### src/rtl/ccc_lock_seq_if.sv
// Signal bundle between the CCC lock sequencer and its environment.
// The slave modport is the sequencer side; master drives LOCK and the software request.
interface ccc_lock_seq_if;
  logic       lock_i;
  logic       sw_reset_req_i;
  logic       fab_resetn_o;
  logic       ready_o;
  logic       pll_arst_n_o;
  logic [7:0] lost_cnt_o;
  logic [3:0] retry_cnt_o;
  logic [1:0] state_o;

  modport slave (
    input  lock_i, sw_reset_req_i,
    output fab_resetn_o, ready_o, pll_arst_n_o, lost_cnt_o, retry_cnt_o, state_o
  );

  modport master (
    output lock_i, sw_reset_req_i,
    input  fab_resetn_o, ready_o, pll_arst_n_o, lost_cnt_o, retry_cnt_o, state_o
  );
endinterface

### src/rtl/ccc_lock_seq.sv
// CCC lock monitor and fabric reset sequencer on the RC oscillator clock.
// Filters a synchronized LOCK, holds fabric reset, and re-kicks the PLL on relock timeout.
module ccc_lock_seq #(
  parameter int unsigned LOCK_FILTER    = 4,
  parameter int unsigned RESET_HOLD     = 8,
  parameter int unsigned RELOCK_TIMEOUT = 100,
  parameter int unsigned PLL_RST_PULSE  = 10
) (
  input  logic           clk_i,
  input  logic           rst_ni,
  ccc_lock_seq_if.slave  bus
);

  localparam logic [15:0] FILTER_LAST  = 16'(LOCK_FILTER - 1);
  localparam logic [15:0] HOLD_LAST    = 16'(RESET_HOLD - 1);
  localparam logic [15:0] TIMEOUT_LAST = 16'(RELOCK_TIMEOUT - 1);
  localparam logic [15:0] PULSE_LAST   = 16'(PLL_RST_PULSE - 1);

  typedef enum logic [2:0] {
    ST_WAIT_LOCK,
    ST_FILTER,
    ST_HOLD,
    ST_RUN,
    ST_PLL_RST
  } state_e;

  state_e      state_q, state_d;
  logic [15:0] cnt_q;
  logic        sync1_q, lock_s_q;
  logic        fab_resetn_q, ready_q, pll_arst_n_q;
  logic [7:0]  lost_cnt_q;
  logic [3:0]  retry_cnt_q;
  logic        lost_evt, retry_evt;

  always_comb begin
    state_d   = state_q;
    lost_evt  = 1'b0;
    retry_evt = 1'b0;
    case (state_q)
      ST_WAIT_LOCK: begin
        if (lock_s_q) begin
          state_d = ST_FILTER;
        end else if (cnt_q == TIMEOUT_LAST) begin
          state_d   = ST_PLL_RST;
          retry_evt = 1'b1;
        end
      end
      // LOCK is meaningless while the PLL is held in reset.
      ST_PLL_RST: begin
        if (cnt_q == PULSE_LAST) state_d = ST_WAIT_LOCK;
      end
      ST_FILTER: begin
        if (!lock_s_q)                 state_d = ST_WAIT_LOCK;
        else if (cnt_q == FILTER_LAST) state_d = ST_HOLD;
      end
      ST_HOLD: begin
        if (!lock_s_q)               state_d = ST_WAIT_LOCK;
        else if (cnt_q == HOLD_LAST) state_d = ST_RUN;
      end
      ST_RUN: begin
        // Lock loss takes priority over a software reset request.
        if (!lock_s_q) begin
          state_d  = ST_WAIT_LOCK;
          lost_evt = 1'b1;
        end else if (bus.sw_reset_req_i) begin
          state_d = ST_HOLD;
        end
      end
      default: state_d = ST_WAIT_LOCK;
    endcase
  end

  always_ff @(posedge clk_i or negedge rst_ni) begin
    if (!rst_ni) begin
      sync1_q      <= 1'b0;
      lock_s_q     <= 1'b0;
      state_q      <= ST_WAIT_LOCK;
      cnt_q        <= 16'd0;
      fab_resetn_q <= 1'b0;
      ready_q      <= 1'b0;
      pll_arst_n_q <= 1'b1;
      lost_cnt_q   <= 8'd0;
      retry_cnt_q  <= 4'd0;
    end else begin
      sync1_q      <= bus.lock_i;
      lock_s_q     <= sync1_q;
      state_q      <= state_d;
      cnt_q        <= (state_d != state_q) ? 16'd0 : cnt_q + 16'd1;
      fab_resetn_q <= (state_d == ST_RUN);
      ready_q      <= (state_d == ST_RUN);
      pll_arst_n_q <= (state_d != ST_PLL_RST);
      if (lost_evt && (lost_cnt_q != 8'hFF))  lost_cnt_q  <= lost_cnt_q + 8'd1;
      if (retry_evt && (retry_cnt_q != 4'hF)) retry_cnt_q <= retry_cnt_q + 4'd1;
    end
  end

  always_comb begin
    case (state_q)
      ST_FILTER: bus.state_o = 2'd1;
      ST_HOLD:   bus.state_o = 2'd2;
      ST_RUN:    bus.state_o = 2'd3;
      default:   bus.state_o = 2'd0;
    endcase
  end

  assign bus.fab_resetn_o = fab_resetn_q;
  assign bus.ready_o      = ready_q;
  assign bus.pll_arst_n_o = pll_arst_n_q;
  assign bus.lost_cnt_o   = lost_cnt_q;
  assign bus.retry_cnt_o  = retry_cnt_q;

endmodule

### src/flat_wrapper.sv
// flat-port wrapper written by rule: the top's interface ports become plain ports
module ccc_lock_seq_flat 
#(
  parameter int unsigned LOCK_FILTER    = 4,
  parameter int unsigned RESET_HOLD     = 8,
  parameter int unsigned RELOCK_TIMEOUT = 100,
  parameter int unsigned PLL_RST_PULSE  = 10
)
  (clk_i, rst_ni, bus_lock_i, bus_sw_reset_req_i, bus_fab_resetn_o, bus_ready_o, bus_pll_arst_n_o, bus_lost_cnt_o, bus_retry_cnt_o, bus_state_o);
  ccc_lock_seq_if bus_i ();
  input  logic clk_i;
  input  logic rst_ni;
  input wire logic [$bits(bus_i.lock_i)-1:0] bus_lock_i;
  input wire logic [$bits(bus_i.sw_reset_req_i)-1:0] bus_sw_reset_req_i;
  output wire logic [$bits(bus_i.fab_resetn_o)-1:0] bus_fab_resetn_o;
  output wire logic [$bits(bus_i.ready_o)-1:0] bus_ready_o;
  output wire logic [$bits(bus_i.pll_arst_n_o)-1:0] bus_pll_arst_n_o;
  output wire logic [$bits(bus_i.lost_cnt_o)-1:0] bus_lost_cnt_o;
  output wire logic [$bits(bus_i.retry_cnt_o)-1:0] bus_retry_cnt_o;
  output wire logic [$bits(bus_i.state_o)-1:0] bus_state_o;
  assign bus_i.lock_i = bus_lock_i;
  assign bus_i.sw_reset_req_i = bus_sw_reset_req_i;
  assign bus_fab_resetn_o = bus_i.fab_resetn_o;
  assign bus_ready_o = bus_i.ready_o;
  assign bus_pll_arst_n_o = bus_i.pll_arst_n_o;
  assign bus_lost_cnt_o = bus_i.lost_cnt_o;
  assign bus_retry_cnt_o = bus_i.retry_cnt_o;
  assign bus_state_o = bus_i.state_o;
  ccc_lock_seq #(.LOCK_FILTER(LOCK_FILTER), .RESET_HOLD(RESET_HOLD), .RELOCK_TIMEOUT(RELOCK_TIMEOUT), .PLL_RST_PULSE(PLL_RST_PULSE)) u_core (.clk_i(clk_i), .rst_ni(rst_ni), .bus(bus_i));
endmodule
### config.mk
export PLATFORM = sky130hd
export DESIGN_NAME = ccc_lock_seq_flat
export DESIGN_NICKNAME = d
export VERILOG_FILES = /design/src/rtl/ccc_lock_seq_if.sv /design/src/rtl/ccc_lock_seq.sv /design/src/flat_wrapper.sv
export SDC_FILE = /design/constraint.sdc
export NUM_CORES = 1
export LEC_CHECK = 0
export BUFFER_PORTS_ARGS = -buffer_cell sky130_fd_sc_hd__clkbuf_2
export CAP_MARGIN = 10
export CORE_ASPECT_RATIO = 1.4
export CORE_MARGIN = 3
export CORE_UTILIZATION = 51
export DETAILED_ROUTE_END_ITERATION = 8
export GPL_ROUTABILITY_DRIVEN = 0
export GPL_TIMING_DRIVEN = 0
export PLACE_DENSITY = 0.74
export SYNTH_ARGS = -nofsm -noshare
export SYNTH_HDL_FRONTEND = slang
export SYNTH_SLANG_ARGS = --single-unit
### constraint.sdc
create_clock -name clk_i -period 2 [get_ports clk_i]
set_input_delay 0 -clock clk_i [delete_from_list [all_inputs] [get_ports clk_i]]
set_output_delay 0 -clock clk_i [all_outputs]
set_load 0.01 [all_outputs]
==> results.cfg, run 1 <==
[floorplan]
core_sq_mm = 0.003213
die_w_um = 55.52
fp-row-count = 24
die_area_sq_mm = 0.004181
top_level_ports = 21
initial_utilization = 0.5448
die_h_um = 75.32

[sta]
setup_viol = 14
slew_violations = 0
max_slew.worst_pin.slew_ns = 0.8533
slew_headroom = 0.4312
timing.fmax_mhz = 472.4
hold_slack_ns = 0.09177
final_hold_viol_count = 0
setup_ws_ns = -0.1169
period_share = 1.058
period_minus_slack_ns = 2.117
clock_skew_ns = 0.007363
rsz0062_at_grt = yes

[synthesis]
synth-edff-count = 0
synth_flop_cell = dfrtp_1
yosysSeqAreaShare = 0.5011
yosys.area.top_type = dfrtp_1
synth_cell_types = 39
yosys-top-cells-area = dfrtp_1 (49%), xnor2_1 (6.5%), xor2_1 (4.5%)
synth_nets = 172
avgSynthCellArea_sq_um = 10.67
async_flop_share = 1.000
synthCells = 164
synth_warnings = 0
netlist_area_sq_mm = 0.001750
yosysMostFrequentCell = dfrtp_1
synthTopCellsByCount = dfrtp_1 (34), nor2_1 (20), xnor2_1 (13)
ys_ff_latch = 35
synth.top_cell.area_share = 0.4861

[hold_path]
hold_class = input port to flip-flop

[setup_path]
slowest_delay_ns = 0.56
startpoint_type = flip-flop
worst-path-max-fanout = 7
r2r-start = u_core.cnt_q[13]
reg2reg_setup_slack_ns = -0.12
cp_slowest_cell = or4_4
path_depth = 6
crit_buf_inv = 1
cpLargestDelayFamily = simple AND/OR/NAND/NOR gates
r2r_cells = 6
cp-end-kind = flip-flop
critPathArrivalTime_ns = 2.29
worst-setup-path-type = flip-flop to flip-flop
critPathLaunch = u_core.cnt_q[13]
crit_path_end = u_core.cnt_q[10]
crit_chain = or4_4 > nor4_4 > a311o_1 > a211o_4 > buf_6 > nor2_2
worstPathRequired_ns = 2.17
r2r_end = u_core.cnt_q[10]

[clock_tree]
htree_levels = 2
cts-root-buf = clkbuf_8
cts.sinks = 35
clk_latency_ns = 0.29
cts_tree = built
clkTransAtPathRegs_ns = 0.07
cts_made_buffers = 5
clockBufferDepth = 2

[layout]
fill_cells = 257
diodes = 0
drive_gt1_frac = 0.3512
final_area_sq_mm = 0.002161
syn_to_final_growth_pct = 23.45
nets = 212

[routing]
drt_iter0_drc = 47
drc = 0
wirelength_um = 3687
dr_total_vias = 1338
via_per_inst = 5.484
wl_per_cell_um = 15.11
dr.pass1.iters = 4
antenna_left = 0

[grt]
overflow = 0
first_global_vias = 1392
grt_max_degree = 36
antenna_found_initial = 0
grt_pass1_wl_um = 6203
gr-usage-all-layers = 0.1944

[placement]
detailed_place.area_sq_mm = 0.001899
place.port_buffers = 20
hpwl_um = 2327

[run]
drv_cap = 0

[power]
p_total_mw = 1.437
powerDensity_mw_per_mm2 = 665.1
ir_drop_mv = 0.4839
leakagePower_nw = 1.022

[run_status]
violations = setup timing
status = complete, but fails checks
## tightest hold or removal path, delay by kind of cell
family	cells	cell delay (ns)
and+or+nand+nor	2	0.10
buffers and inverters	1	0.09
AOI/OAI and AO/OA	1	0.15
## final cells by class
cell class	instances	area (sq um)	share of cell area
clock buffers	8	80.08	0.03706
flip-flops and latches	35	877.1	0.4059
plain buffers	4	33.78	0.01563
multi-input cells	119	892.1	0.4129
repair buffers	33	206.4	0.09554
well taps	39	48.80	0.02258
inverters	6	22.52	0.01042
## how the worst min path moves through the flow
stage               cells past startpoint                       to               start  slack [ns]
global placement                        1           u_core.sync1_q          bus_lock_i        0.11
finish                                  4  u_core.bus.fab_resetn_o  bus_sw_reset_req_i        0.09
global route                            4  u_core.bus.fab_resetn_o  bus_sw_reset_req_i        0.14
floorplan                               0  u_core.bus.fab_resetn_o              rst_ni       -0.30
detailed placement                      1           u_core.sync1_q          bus_lock_i        0.11
CTS                                     4  u_core.bus.fab_resetn_o  bus_sw_reset_req_i        0.08
## metrics by stage
stage          worst slack, ns    util  instances  TNS, ns
2_1_floorplan          0.02513       -        164        0
3_3_place_gp           -0.1179  0.5911        223   -1.301
3_5_place_dp           -0.1298  0.5911        223   -1.679
4_1_cts               -0.03073  0.6507        241  -0.2429
5_1_grt                -0.1964  0.6725        244   -2.857
6_report               -0.1169  0.6725        244   -1.363
## state kept, by name, summed over array words and instances (netlist names)
register                 cells
u_core.state_q               3
u_core.bus.pll_arst_n_o      1
u_core.lock_s_q              1
u_core.bus.retry_cnt_o       4
u_core.bus.fab_resetn_o      1
u_core.cnt_q                16
u_core.sync1_q               1
u_core.bus.lost_cnt_o        8
## kinds of logic (layout without fill, tap and decap cells)
| group | Yosys count | count (layout) | share of synthesized area |
|---|---|---|---|
| AND/OR/NAND/NOR | 78 | 78 | 0.2509 |
| flip-flops | 35 | 35 | 0.5011 |
| XOR/XNOR | 22 | 22 | 0.1101 |
| AO/OA/AOI/OAI | 11 | 11 | 0.05147 |
| buffers and inverters | 10 | 51 | 0.03216 |
| adder cells (fa/ha/maj) | 4 | 4 | 0.02859 |
| multiplexers | 4 | 4 | 0.02573 |
## placed cells by master, fill, tap and decap left out, types with 2 or more instances in the layout
cell,instances
and2_1,2
nand2b_1,2
nor2b_1,2
a21oi_1,3
inv_1,6
nor3_1,6
clkbuf_1,4
buf_6,3
nand2_1,12
ha_1,3
dfrtp_1,34
clkbuf_2,20
nand3_1,5
buf_4,11
a31oi_2,2
nand4_1,10
nor2_1,10
nor2_2,10
xor2_1,9
dlygate4sd3_1,2
clkbuf_8,5
xnor2_1,13
mux2_2,4
or4_4,2
and3_1,6
## where the power goes
group	internal, mW	switching (mW)	leakage, nW
clock network	0.247	0.238	0.0395
logic	0.0892	0.0953	0.506
registers	0.734	0.0338	0.476
## what timing repair did
action                                  in CTS  in global routing
hold buffers                                 2                  0
endpoints found under the hold margin       35                  0
pin swaps                                   11                  3
buffers inserted                             7                  3
gates cloned                                 1                  0
endpoints found under the setup margin      18                 28
resized for setup                           10                 12
## routing by layer
layer | track usage | vias up | routed length [um]
met2 | 0.3447 | 29 | 2007
met1 | 0.1985 | 651 | 1427
met4 | 0.1351 | 0 | 106
li1 | - | 646 | -
met3 | 0.05932 | 12 | 146
met5 | 0 | - | 0
No activity file was read; power rests on OpenSTA's default activity.
==> run 2, diff against run 1 <==
- CORE_ASPECT_RATIO: 1.4 -> 1.1
- CORE_UTILIZATION: 51 -> 61
- PLACE_DENSITY: 0.74 -> 0.83
- clock period: 2 -> 2.6 ns (I/O delays scaled with it)
==> run 2 against run 1 <==
Worst hold slack got worse by 0.066 ns. Utilization rose by 8.4 points. Sequential power fell by 24%. The run now ends clean.
==> results.cfg, run 2 (same netlist as run 1, synthesis figures left out) <==
[run_status]
status = completed

[routing]
wl_per_cell_um = 14.11
via_per_inst = 5.671
drt_iter0_drc = 34
dr.pass1.iters = 4
antenna_left = 0
dr_total_vias = 1276
wirelength_um = 3174
drc = 0

[layout]
nets = 201
largest_register_ff_count = 16
final_common_cell = dfrtp_1
drive_gt1_frac = 0.2423
utilization = 0.7565
diodes = 0
final_cell_mix = dfrtp_1 (34), nor2_1 (20), clkbuf_2 (20), xnor2_1 (13), nand2_1 (12)
final_cells = 225
syn_to_final_growth_pct = 13.01
final_area_sq_mm = 0.001978
regMostFlops = u_core.cnt_q

[placement]
hpwl_um = 2221
detailed_place.area_sq_mm = 0.001889
place.port_buffers = 20
place_inst = 215

[setup_path]
startpoint_type = flip-flop
cpLargestDelayFamily = simple AND/OR/NAND/NOR gates
r2r_end = u_core.cnt_q[13]
crit_buf_inv = 1
reg2reg_setup_slack_ns = 0.44
crit_path_end = u_core.cnt_q[13]
critPathArrivalTime_ns = 2.39
worstPathRequired_ns = 2.83
cp_slowest_cell = or4_4
crit_chain = or4_4 > nor4_4 > a311o_1 > a211o_4 > buf_6 > nor2_1
r2r_cells = 6
worst-path-max-fanout = 10
path_depth = 6
r2r-start = u_core.cnt_q[9]
worst-setup-path-type = flip-flop to flip-flop
slowest_delay_ns = 0.57
critPathLaunch = u_core.cnt_q[9]
cp-end-kind = flip-flop

[clock_tree]
cts-root-buf = clkbuf_4
cts_made_buffers = 5
post_cts_buffers = 0
cts.sinks = 35
cts_tree = built
htree_levels = 2
clkTransAtPathRegs_ns = 0.10
cts_resized = 0
clockBufferDepth = 2
ctsHoldBuffers = 2
clk_latency_ns = 0.33

[floorplan]
top_level_ports = 21
core_sq_mm = 0.002615
die_w_um = 57.08
die_h_um = 62.19
die_area_sq_mm = 0.003549
initial_utilization = 0.6694
fp-row-count = 19

[power]
p_total_mw = 1.029
powerDensity_mw_per_mm2 = 520.1
leakagePower_nw = 0.9645
ir_drop_mv = 0.4132

[sta]
setup_viol = 0
fin_tns_setup_ns = 0
period_minus_slack_ns = 2.160
clock_skew_ns = 0.005074
rsz0062_at_grt = no
slew_headroom = 0.4426
final_hold_viol_count = 0
period_share = 0.8309
slew_violations = 0
max_slew.worst_pin.slew_ns = 0.8362
timing.fmax_mhz = 462.9

[grt]
grt_pass1_wl_um = 5858
first_global_vias = 1345
grt_max_degree = 36
gr-usage-all-layers = 0.2071
antenna_found_initial = 0
overflow = 0

[hold_path]
hold_class = input port to flip-flop
min_from = bus_sw_reset_req_i

[run]
drv_cap = 0
## run 2: changes by cell type in the layout (fill, tap and decap cells not counted), sizes merged
| cell | before | now |
|---|---|---|
| buf | 14 | 3 |
## run 2: final cells by class
type                    count  area (sq um)
plain buffers               4         33.78
clock buffers               8         68.82
fillers                   200         636.9
inverters                   6         22.52
multi-input cells         119         817.0
flip-flops and latches     35         877.1
well taps                  31         38.79
repair buffers             22         120.1
## run 2: worst min-delay path by stage
| stage | to | slack (ns) | cells after the start |
|---|---|---|---|
| 2_1_floorplan | u_core.bus.fab_resetn_o | -0.30 | 0 |
| 3_3_place_gp | u_core.sync1_q | 0.11 | 1 |
| 3_5_place_dp | u_core.sync1_q | 0.11 | 1 |
| 4_1_cts | u_core.bus.fab_resetn_o | 0.02 | 4 |
| 5_1_grt | u_core.bus.fab_resetn_o | 0.08 | 4 |
| 6_report | u_core.bus.fab_resetn_o | 0.03 | 4 |
## run 2: metal layers
metal  share of wire  wire (um)  track usage
met1            0.43       1367       0.2585
met2            0.52       1650       0.3429
met3           0.034        109      0.04969
met4           0.014         46      0.08116
met5               0          0            0
## run 2: per-stage QoR
step	worst slack [ns]	hold WS, ns
global placement	0.4950	0.1083
finish	0.4397	0.02585
global route	0.3040	0.08024
floorplan	0.6251	-0.2956
CTS	0.4406	0.01887
detailed placement	0.4648	0.1101
## run 2: where the power goes
| part | switching [mW] | total, mW | leakage, nW | internal (mW) |
|---|---|---|---|---|
| Clock | 0.173 | 0.332 | 0.0386 | 0.159 |
| Sequential | 0.0228 | 0.587 | 0.476 | 0.564 |
| Combinational | 0.0604 | 0.110 | 0.450 | 0.0498 |
## run 2: worst register-to-register path: cells and delay by family, from the launching register on
| kind | cells | cell delay, ns |
|---|---|---|
| DFF | 1 | 0.43 |
| buffers and inverters | 1 | 0.14 |
| and+or+nand+nor | 3 | 1.04 |
| AOI/OAI and AO/OA | 2 | 0.44 |
